<file path="src/rtl/time_set_ctrl_pkg.sv">
// time_set_ctrl_pkg: state encodings and helpers shared by the clock time-set blocks
package time_set_ctrl_pkg;
  localparam int STATE_W = 2;
  typedef logic [STATE_W-1:0] state_t;
  localparam state_t RUN     = 2'd0;
  localparam state_t SET_H   = 2'd1;
  localparam state_t SET_M10 = 2'd2;
  localparam state_t SET_M1  = 2'd3;
  // The mode cycle is a plain wrap-around count through the four states.
  function automatic state_t next_mode(input state_t s);
    return s + 2'd1;
  endfunction
endpackage

</file>
<file path="src/rtl/edge_det.sv">
// edge_det: one-cycle rising-edge pulse; history resets high so a level already high at reset release is not an edge
module edge_det (
  input  logic in_clk,
  input  logic rst,
  input  logic d,
  output logic pulse
);
  logic prev_q;
  always_ff @(posedge in_clk) begin
    if (!rst) prev_q <= 1'b1;
    else      prev_q <= d;
  end
  assign pulse = d & ~prev_q;
endmodule

</file>
<file path="src/rtl/time_set_ctrl.sv">
// time_set_ctrl: run/set mode FSM issuing registered digit-increment pulses and a field blink enable
module time_set_ctrl
  import time_set_ctrl_pkg::*;
(
  input  logic                in_clk,
  input  logic                rst,
  input  logic                clk_s10,
  input  logic                clk_m1,
  input  logic                mode_btn,
  input  logic                inc_btn,
  input  logic                m1_max,
  input  logic                m10_max,
  output logic                inc_m1,
  output logic                inc_m10,
  output logic                inc_h,
  output logic [STATE_W-1:0]  mode,
  output logic                blink
);
  logic s10_e, m1_e, mode_e, inc_e;
  logic run, tick, set_inc;
  state_t state_q, state_d;
  logic blink_q, blink_d;
  logic inc_m1_q, inc_m1_d, inc_m10_q, inc_m10_d, inc_h_q, inc_h_d;

  edge_det u_s10  (.in_clk(in_clk), .rst(rst), .d(clk_s10),  .pulse(s10_e));
  edge_det u_m1   (.in_clk(in_clk), .rst(rst), .d(clk_m1),   .pulse(m1_e));
  edge_det u_mode (.in_clk(in_clk), .rst(rst), .d(mode_btn), .pulse(mode_e));
  edge_det u_inc  (.in_clk(in_clk), .rst(rst), .d(inc_btn),  .pulse(inc_e));

  assign run = state_q == RUN;
  // A mode press wins over a simultaneous increment press.
  assign tick    = run & m1_e;
  assign set_inc = ~run & inc_e & ~mode_e;

  always_comb begin
    state_d   = mode_e ? next_mode(state_q) : state_q;
    blink_d   = (mode_e | run) ? 1'b0 : blink_q ^ s10_e;
    inc_m1_d  = tick | (set_inc & (state_q == SET_M1));
    inc_m10_d = (tick & m1_max) | (set_inc & (state_q == SET_M10));
    inc_h_d   = (tick & m1_max & m10_max) | (set_inc & (state_q == SET_H));
  end

  always_ff @(posedge in_clk) begin
    if (!rst) begin
      state_q   <= RUN;
      blink_q   <= 1'b0;
      inc_m1_q  <= 1'b0;
      inc_m10_q <= 1'b0;
      inc_h_q   <= 1'b0;
    end else begin
      state_q   <= state_d;
      blink_q   <= blink_d;
      inc_m1_q  <= inc_m1_d;
      inc_m10_q <= inc_m10_d;
      inc_h_q   <= inc_h_d;
    end
  end

  assign mode    = state_q;
  assign blink   = blink_q;
  assign inc_m1  = inc_m1_q;
  assign inc_m10 = inc_m10_q;
  assign inc_h   = inc_h_q;
endmodule

</file>
<file path="config.mk">
export PLATFORM = sky130hd
export DESIGN_NAME = time_set_ctrl
export DESIGN_NICKNAME = d
export VERILOG_FILES = /design/src/rtl/time_set_ctrl_pkg.sv /design/src/rtl/edge_det.sv /design/src/rtl/time_set_ctrl.sv
export SDC_FILE = /design/constraint.sdc
export NUM_CORES = 1
export LEC_CHECK = 0
export CELL_PAD_IN_SITES_DETAIL_PLACEMENT = 1
export CELL_PAD_IN_SITES_GLOBAL_PLACEMENT = 1
export CORE_AREA = 2 2 39 41
export DETAILED_ROUTE_END_ITERATION = 16
export DIE_AREA = 0 0 41 43
export PLACE_DENSITY_LB_ADDON = 0.3
export RECOVER_POWER = 100
export SETUP_SLACK_MARGIN = 0.15
export SYNTH_ARGS = -nofsm -noshare
export SYNTH_HDL_FRONTEND = slang
export SYNTH_SLANG_ARGS = --single-unit
</file>
<file path="constraint.sdc">
create_clock -name in_clk -period 3.2 [get_ports in_clk]
set_input_delay 0.64 -clock in_clk [delete_from_list [all_inputs] [get_ports in_clk]]
set_output_delay 0.64 -clock in_clk [all_outputs]
set_load 0.05 [all_outputs]
</file>
==> results.md <==
* Status: complete, no violations
* Clk sink count at 10
* IO Pins at 14
* # nets final at 64
* Leakage power at 0.258 nW
* Total power at about 0.00028 W
* Critical Path RT at 2.56 ns
* Slew headroom at 0.640
* Clock skew at 0.00173 ns
* Area of the core at roughly 1400 um^2
* Tot GR Track Use at 0.120
* XOR/XNOR share of the synthesized area at 0.0415
* Post-Synth Adder-Cell Area at 0.119
* HP Class: flip-flop to flip-flop
* Clock Path Buffers at 2
* Minimum clock period after layout at 2.20 ns
* Sw Share at 0.226
* Drt via density at 4.40
* Root Driver: clkbuf_4
* Yosys reg bits at 10
* Post-route ant nets at 0
* Clock power frac at 0.414
* Final WL at 803 um
* Fmax achieved at 0.454 GHz
* Vias in the first global route at 313
* Critical path's slowest cell: dlygate4sd3_1
* CTS tree: built
* Starting Density at 0.305
* Post-Synth Simple-Gate Area at 0.258
* Wirelength per Cell at around 12 um
* CTS resizes at 0
* Fin cells at 67
* Setup TNS at 0 ns
* Buffers & Inverters on Critical Path at 1
* Gate power share at 0.112
* First-pass GRT wire length at 1340 um
* Clock Latency Late Sink at 0.27 ns
* Internal power at 0.000214 W
* Synth warn at 0
* Crit path launch type: flip-flop
* Final setup violation count at 0
* Register area share after synthesis at 0.475
* DIE WIDTH at between 40 and 50 um
* Reg clk slew, reported paths at 0.07 ns
* RSZ-0062 raised after global routing: no
* Crit Path Class: flip-flop to primary output
* GR Overflow Total at 0
* Placed cell count at 63
* Worst stage delay on the critical path at around 0.90 ns
* Largest family of logic cells by synthesized area: simple AND/OR/NAND/NOR gates
* Syn nets at 46
* Crit end category: primary output
* Setup bufs post-CTS at 0
* WHS at around 0.55 ns
* Site Rows at 14
* Share of cells above drive strength 1 at 0.118
* Post-DP HPWL at 629 um
* Final GP Congestion at 0.686
* Sw power at 0.0000624 W
* Fillers at approximately 160
* TritonCTS Buffers at 3
* CP delay by family, top: buffers and inverters
* Measured slew at the worst slew-check pin at 0.532 ns
* Die area at 1760 um^2
* Synthesized area at 422 um^2
* Mapped Cells at 34
* Count of cell types in the netlist at 16
* Reg power frac at 0.474
* Mean Syn Cell Area at 12.4 um^2
* CTS H-tree depth at 1
* Hold buffer count at cts at 0
* Pins over their slew limit at 0
* MaxCap Viol Count at 0
* Post-layout util at 0.423
* Final period util at 0.689
* Die H at between 40 and 50 um
* Final hold vios at 0
* Diode count at 0
* Crit path cell chain: dlygate4sd3_1
* Pwr Density at 472 nW/um^2
* # port buffers at 13
* Area delta synth->final at 38.9%
* DR vias at 295
* Starting DRC count in detailed routing at 1
* Worst path arrival time at 1.56 ns
* Worst VDD drop at 0.143 mV
* Initial antenna violation count at 0
* Crit path max fanout at 5
* Initial DRT Pass Iterations at 2
* Compound-gate portion of the synthesized area at 0.0653
* Mux cell area share after synthesis at 0.0237
* Largest net degree at the start of global routing at 10
* DRC at 0
-- cells in the mapped netlist --
| cell type | count | share of area |
|---|---|---|
| and2_1 | 1 | 0.015 |
| ha_1 | 4 | 0.12 |
| nor2b_1 | 1 | 0.015 |
| a32o_2 | 1 | 0.027 |
| nor4b_4 | 1 | 0.056 |
| nor4b_1 | 1 | 0.021 |
| mux2i_1 | 1 | 0.024 |
| nand2b_1 | 5 | 0.074 |
| xnor2_1 | 2 | 0.042 |
| nor2b_4 | 1 | 0.033 |
| and4b_1 | 1 | 0.024 |
| a22o_1 | 1 | 0.021 |
| dfxtp_1 | 10 | 0.47 |
| nor2b_2 | 1 | 0.021 |
| a21o_1 | 1 | 0.018 |
| inv_1 | 2 | 0.018 |
-- power groups by stage --
stage,combinational (W),sequential (W),clock [W]
after floorplan,0.0000124,0.000140,0
after global placement,0.0000339,0.000134,0
after detailed placement,0.0000346,0.000134,0
after CTS,0.0000348,0.000131,0.000120
after global routing,0.0000339,0.000131,0.000127
final,0.0000309,0.000131,0.000114
-- metrics by stage --
step | instance area, um^2 | worst slack [ns]
after floorplan | 422 | 1.52
after global placement | 572 | 1.35
after detailed placement | 572 | 1.34
after CTS | 608 | 1.03
after global routing | 586 | 0.935
final | 586 | 0.995
-- flip-flops by register name, summed over array words and instances, names as in the netlist --
name           cells
blink              1
inc_h              1
inc_m1             1
inc_m10            1
mode               2
u_inc.prev_q       1
u_m1.prev_q        1
u_mode.prev_q      1
u_s10.prev_q       1
-- cell type report --
cell class / instances / area [um^2] / share of cell area
flip-flops and latches: 10 / 200 / 0.342
inverters: 2 / 7.51 / 0.0128
clock buffers: 4 / 36.3 / 0.0620
repair buffers: 13 / 130 / 0.222
multi-input cells: 22 / 191 / 0.327
well taps: 16 / 20.0 / 0.0342
-- routing by layer --
layer,wire (um),GRT usage,up-vias
met3,50,0.0314,2
met4,14,0.0800,0
met1,337,0.145,135
met5,0,0,-
li1,-,-,148
met2,399,0.178,10
-- placed cells by master, fill, tap and decap left out --
master,count
ha_1,4
inv_1,2
nor2b_2,1
mux2i_1,1
and4b_1,1
clkbuf_4,3
dlygate4sd3_1,8
clkdlybuf4s50_1,5
nor2b_1,2
a22o_1,1
xnor2_1,2
a21o_1,1
dfxtp_1,10
nor4b_1,2
nand2b_1,5
a32o_2,1
clkbuf_8,1
and2_1,1
-- final timing paths --
check | slack (ns) | cells past startpoint | start | endpoint
min reg2reg | 0.55 | 2 | blink | blink
max | 1.0 | 1 | mode[1] | mode[1]
max reg2reg | 1.68 | 4 | mode[0] | inc_m10
min | 0.55 | 2 | blink | blink
-- cells by family after synthesis --
kind of cell	Yosys count
compound gates	3
xor+xnor	2
fa+ha+maj	4
buf+inv	2
flops	10
mux	1
simple gates	12
Power figures use the tool's default switching activity.
==> patch 1 (same settings) <==
Add an input register stage for `mode_btn`, `inc_btn`, `m1_max` and `m10_max`, without a reset; this delays them by one clock.
--- a/src/rtl/time_set_ctrl.sv
+++ b/src/rtl/time_set_ctrl.sv
@@ -16,6 +16,19 @@
   output logic [STATE_W-1:0]  mode,
   output logic                blink
 );
+
+  logic mode_btn_q;
+  logic inc_btn_q;
+  logic m1_max_q;
+  logic m10_max_q;
+
+  always_ff @(posedge in_clk) begin
+    mode_btn_q <= mode_btn;
+    inc_btn_q  <= inc_btn;
+    m1_max_q   <= m1_max;
+    m10_max_q  <= m10_max;
+  end
+
   logic s10_e, m1_e, mode_e, inc_e;
   logic run, tick, set_inc;
   state_t state_q, state_d;
@@ -24,8 +37,8 @@
 
   edge_det u_s10  (.in_clk(in_clk), .rst(rst), .d(clk_s10),  .pulse(s10_e));
   edge_det u_m1   (.in_clk(in_clk), .rst(rst), .d(clk_m1),   .pulse(m1_e));
-  edge_det u_mode (.in_clk(in_clk), .rst(rst), .d(mode_btn), .pulse(mode_e));
-  edge_det u_inc  (.in_clk(in_clk), .rst(rst), .d(inc_btn),  .pulse(inc_e));
+  edge_det u_mode (.in_clk(in_clk), .rst(rst), .d(mode_btn_q), .pulse(mode_e));
+  edge_det u_inc  (.in_clk(in_clk), .rst(rst), .d(inc_btn_q),  .pulse(inc_e));
 
   assign run = state_q == RUN;
   // A mode press wins over a simultaneous increment press.
@@ -36,8 +49,8 @@
     state_d   = mode_e ? next_mode(state_q) : state_q;
     blink_d   = (mode_e | run) ? 1'b0 : blink_q ^ s10_e;
     inc_m1_d  = tick | (set_inc & (state_q == SET_M1));
-    inc_m10_d = (tick & m1_max) | (set_inc & (state_q == SET_M10));
-    inc_h_d   = (tick & m1_max & m10_max) | (set_inc & (state_q == SET_H));
+    inc_m10_d = (tick & m1_max_q) | (set_inc & (state_q == SET_M10));
+    inc_h_d   = (tick & m1_max_q & m10_max_q) | (set_inc & (state_q == SET_H));
   end
 
   always_ff @(posedge in_clk) begin
Function: changed (Yosys sat finds a counterexample within 4 cycles, from zero or initial values and one cycle with rst low).
==> patch 1 against the unedited design <==
- cell count is 4.5% higher
- first-iteration DRC count grew to 4.0 times the old value
- setup slack worse by 0.016 ns
- sequential cell count is 4 higher
- power is 11% higher
- synthesized area is 19% higher
- critical endpoint unchanged
- largest power group unchanged
- hold slack worse by 0.097 ns
- routed wire length is 10% higher
- design area is 12% higher
- sequential share of layout area is 8.4 points higher
==> patch 1: results (changes against the unedited design) <==
| Metric | Value |
|---|---|
| Sequential area share after synthesis | 55.9% (+8.4 points) |
| Slowest CP cell | dlygate4sd3_1 |
| Ranking of synthesized cells by area | dfxtp_1 (56%), ha_1 (10%), nand2b_1 (6.2%), nor4b_4 (4.7%), xnor2_1 (3.5%) |
| Dominant synthesized flop cell | dfxtp_1 |
| I/O Buffers | 13 (unchanged) |
| Clk_lat worst skew | 0.27 ns (about the same) |
| Placed Cells incl. Taps | 67 (+6.3%) |
| Mapped Nets | 50 (+8.7%) |
| Total number of vias | 326 (+11%) |
| Reg2Reg Depth | 4 (unchanged) |
| Clk root buf | clkbuf_4 |
| All-Layer GR Usage | 12.8% (+0.81 points) |
| Syn Area/Cell | 13.2 sq um (+6.5%) |
| Wire per inst | 12.7 um (+5.7%) |
| CP max stage delay | 0.91 ns |
| Relative slew slack | 62.7% (-1.3 points) |
| Post-cts resize count | 0 (unchanged) |
| Hold WS | 0.458 ns (-0.0966 ns) |
| Initial antenna violation count | 0 (unchanged) |
| CTS buffer count | 3 (unchanged) |
| Static Leak | 0.000284 uW (+10%) |
| Asr flop ratio synth | 0% (unchanged) |
| Layout cells sized above 1 | 9.26% (-2.5 points) |
| Reg-to-Reg End | inc_m10 |
| Number of DRC markers in iteration 0 | 4 (+3) |
| CTS max path bufs | 2 (unchanged) |
| R2r setup slk | 1.68 ns (about the same) |
| First drt pass iteration count | 3 (+1) |
| Fin nets | 68 (+6.3%) |
| Worst Hold Depth | 1 (-1) |
| Hold path start | mode_btn_q |
| Crit Path Max Fanout | 5 (unchanged) |
| Worst Path Arrival | 1.58 ns (+0.02 ns) |
| Setup repair bufs after CTS | 0 (unchanged) |
| # diodes | 0 (unchanged) |
| Peak VDD IR | 243 uV (+71%) |
| Cell variety after synth | 16 (unchanged) |
| Class of the worst hold path | register to register |
| Most frequent cells after synthesis | dfxtp_1 (14), nand2b_1 (5), ha_1 (4) |
| Pre-CTS worst setup slack | 1.30 ns (-0.0390 ns) |
| Largest net degree at the start of global routing | 10 (unchanged) |
| DP HPWL | 691 um (+10%) |
| Post-synth EDFFs | 0 (unchanged) |
| Synth Warn # | 0 (unchanged) |
| Clock skew | 0.00542 ns (+0.00369 ns) |
| Via/cell ratio | 4.66 (+5.8%) |
| Vias in the first global route | 350 (+12%) |
| Status | finished, final reports clean |
| GPL Wtd Cong | 0.675 (-1.6%) |
| Drt drc | 0 (unchanged) |
| Hold Path End | u_mode.prev_q |
| First-pass GRT wire length | 1.44 mm (+7.8%) |
| Largest register FFs | 2 (unchanged) |
| Final Setup Violations | 0 (unchanged) |
| Post-DP Area | 652 sq um (+14%) |
[patch 1: changes by cell type after synthesis, sizes merged]
cell	change
dfxtp	+4
[patch 1: layout make-up]
| cell class | count | area, sq um |
|---|---|---|
| fillers | 157 | 726 |
| flip-flops and latches | 14 | 280 |
| multi-input cells | 22 | 198 |
| repair buffers | 13 | 130 |
| clock buffers | 3 | 22.5 |
| well taps | 16 | 20.0 |
| inverters | 2 | 7.51 |
[patch 1: layer usage]
metal  wire length [um]  GRT usage [%]  up-vias
met4                  0           4.00        0
li1                   -              -      160
met2                456           20.0       10
met3                 53           7.33        0
met5                  0              0        -
met1                377           14.1      156
[patch 1: logic make-up after synthesis]
group / synth area share [%]
simple gates: 21.7
fa+ha+maj: 9.98
compound gates: 5.49
buf+inv: 1.50
flops: 55.9
mux: 2.00
xor+xnor: 3.49
[patch 1: worst max path at each step]
| stage | cells after the start | slack [ns] | start | endpoint |
|---|---|---|---|---|
| after detailed placement | 3 | 1.30 | rst | inc_h |
| after CTS | 1 | 1.02 | mode[1] | mode[1] |
| final | 1 | 0.98 | mode[1] | mode[1] |
| after global placement | 3 | 1.36 | rst | inc_h |
| after floorplan | 4 | 1.52 | mode[0] | inc_h |
| after global routing | 1 | 0.91 | mode[1] | mode[1] |
[patch 1: power breakdown]
group / leakage, uW / internal (uW) / switching, uW
logic: 0.000155 / 15.6 / 14.8
clock network: 0.0000138 / 43.5 / 49.4
registers: 0.000116 / 181 / 3.39
total: 0.000284 / 240 / 67.6
==> patch 2 (config.mk and constraints unchanged) <==
Without the edit above. `STATE_W`: 2 -> 3.
--- a/src/rtl/time_set_ctrl_pkg.sv
+++ b/src/rtl/time_set_ctrl_pkg.sv
@@ -1,6 +1,6 @@
 // time_set_ctrl_pkg: state encodings and helpers shared by the clock time-set blocks
 package time_set_ctrl_pkg;
-  localparam int STATE_W = 2;
+  localparam int STATE_W = 3;
   typedef logic [STATE_W-1:0] state_t;
   localparam state_t RUN     = 2'd0;
   localparam state_t SET_H   = 2'd1;
Interface: changed (resized mode); port bits go from 14 to 15. The function was not compared with the original's and may differ.
==> patch 2 against the unedited design <==
- synthesized area is 22% higher
- design area is 12% higher
- sequential cell count is 1 higher
- maximum frequency is 1.1% lower
- routed wire length is 26% higher
- combinational power is 26% higher
- power is 2.5% higher
- register-to-register slack better by 0.09 ns
- setup slack worse by 0.025 ns
- critical path type unchanged
- highest routed layer unchanged
==> patch 2: results (changes against the unedited design) <==
| Metric | Value |
|---|---|
| Status | finished, final reports clean |
| Post-DP Area | 654 sq um (+14%) |
| Hold WS | 0.563 ns (+0.00786 ns) |
| Largest net degree at the start of global routing | 12 (+2) |
| Initial antenna violation count | 0 (unchanged) |
| Setup TNS | 0 ns (unchanged) |
| # diodes | 0 (unchanged) |
| Largest register FFs | 3 (+1) |
| Sw Ratio | 26.3% (+3.7 points) |
| DP HPWL | 744 um (+18%) |
| Final period util | 69.7% (+0.80 points) |
| CP top delay family | buffers and inverters |
| Clk_lat worst skew | 0.27 ns (about the same) |
| Via/cell ratio | 4.68 (+6.4%) |
| Clk root buf | clkbuf_4 |
| Vias in the first global route | 350 (+12%) |
| I/O Buffers | 14 (+1) |
| Relative slew slack | 62.7% (-1.3 points) |
| First drt pass iteration count | 2 (unchanged) |
| Peak VDD IR | 213 uV (+49%) |
| R2r setup slk | 1.77 ns (+0.09 ns) |
| Area share of xor/xnor cells in the synthesized design | 3.41% (-0.74 points) |
| Placed Cells incl. Taps | 72 (+14%) |
| Wire per inst | 13.3 um (+11%) |
| Worst Path Arrival | 1.59 ns (+0.03 ns) |
| Layout cells sized above 1 | 8.33% (-3.4 points) |
| Static Leak | 0.000286 uW (+11%) |
| Pre-CTS worst setup slack | 1.17 ns (-0.170 ns) |
| Mux cell area share after synthesis | 1.95% (-0.42 points) |
| Crit Path Max Fanout | 5 (unchanged) |
| Reg-to-Reg End | inc_h |
| Fin nets | 74 (+16%) |
| First-pass GRT wire length | 1.59 mm (+19%) |
| Clock skew | 0.00252 ns (+0.000796 ns) |
| Mapped Nets | 57 (+24%) |
| Sequential area share after synthesis | 42.9% (-4.6 points) |
| Drt drc | 0 (unchanged) |
| Adder-cell area share of the yosys netlist | 12.2% (+0.33 points) |
| Total number of vias | 356 (+21%) |
| CTS max path bufs | 2 (unchanged) |
| Ranking of synthesized cells by area | dfxtp_1 (43%), ha_1 (12%), nor4b_2 (5.9%), nand2b_1 (3.7%), nor2b_1 (3.7%) |
| Number of DRC markers in iteration 0 | 4 (+3) |
| Asr flop ratio synth | 0% (unchanged) |
| Cell variety after synth | 22 (+6) |
| Syn Area/Cell | 11.7 sq um (-6.0%) |
| Compound-Gate Fraction of Synth Area | 6.83% (+0.30 points) |
| Reg2Reg Depth | 5 (+1) |
| Class of the worst hold path | register to register |
| All-Layer GR Usage | 14.8% (+2.8 points) |
| Worst Hold Depth | 2 (unchanged) |
| Most frequent cells after synthesis | dfxtp_1 (11), ha_1 (5), inv_1 (3), nand2b_1 (3), nor2b_1 (3) |
| H-tree Lvls | 1 (unchanged) |
| GPL Wtd Cong | 0.585 (-15%) |
==> patch 2: routing by layer <==
metal	wire length [um]	vias to the layer above	GRT usage, %
li1	-	178	-
met1	432	165	17.6
met2	505	9	19.7
met3	42	4	4.71
met4	28	0	14.0
met5	0	-	0
==> patch 2: power by group through the flow <==
stage / clock network (uW) / logic [uW] / registers (uW)
floorplan: 0 / 18.5 / 157
global placement: 0 / 41.8 / 148
detailed placement: 0 / 42.8 / 149
CTS: 104 / 43.1 / 146
global route: 110 / 42.0 / 146
finish: 99.4 / 38.9 / 145
==> patch 2: final cells by class <==
type	count	area, sq um
inverters	3	11.3
flip-flops and latches	11	220
fillers	162	729
multi-input cells	28	236
well taps	16	20.0
repair buffers	14	140
clock buffers	4	26.3
==> patch 2: how the worst max path moves through the flow <==
stage | startpoint | to | cells after the start
floorplan | mode[0] | inc_h | 5
global placement | rst | inc_h | 4
detailed placement | rst | inc_h | 4
CTS | mode[2] | mode[2] | 1
global route | mode[2] | mode[2] | 1
finish | mode[2] | mode[2] | 1
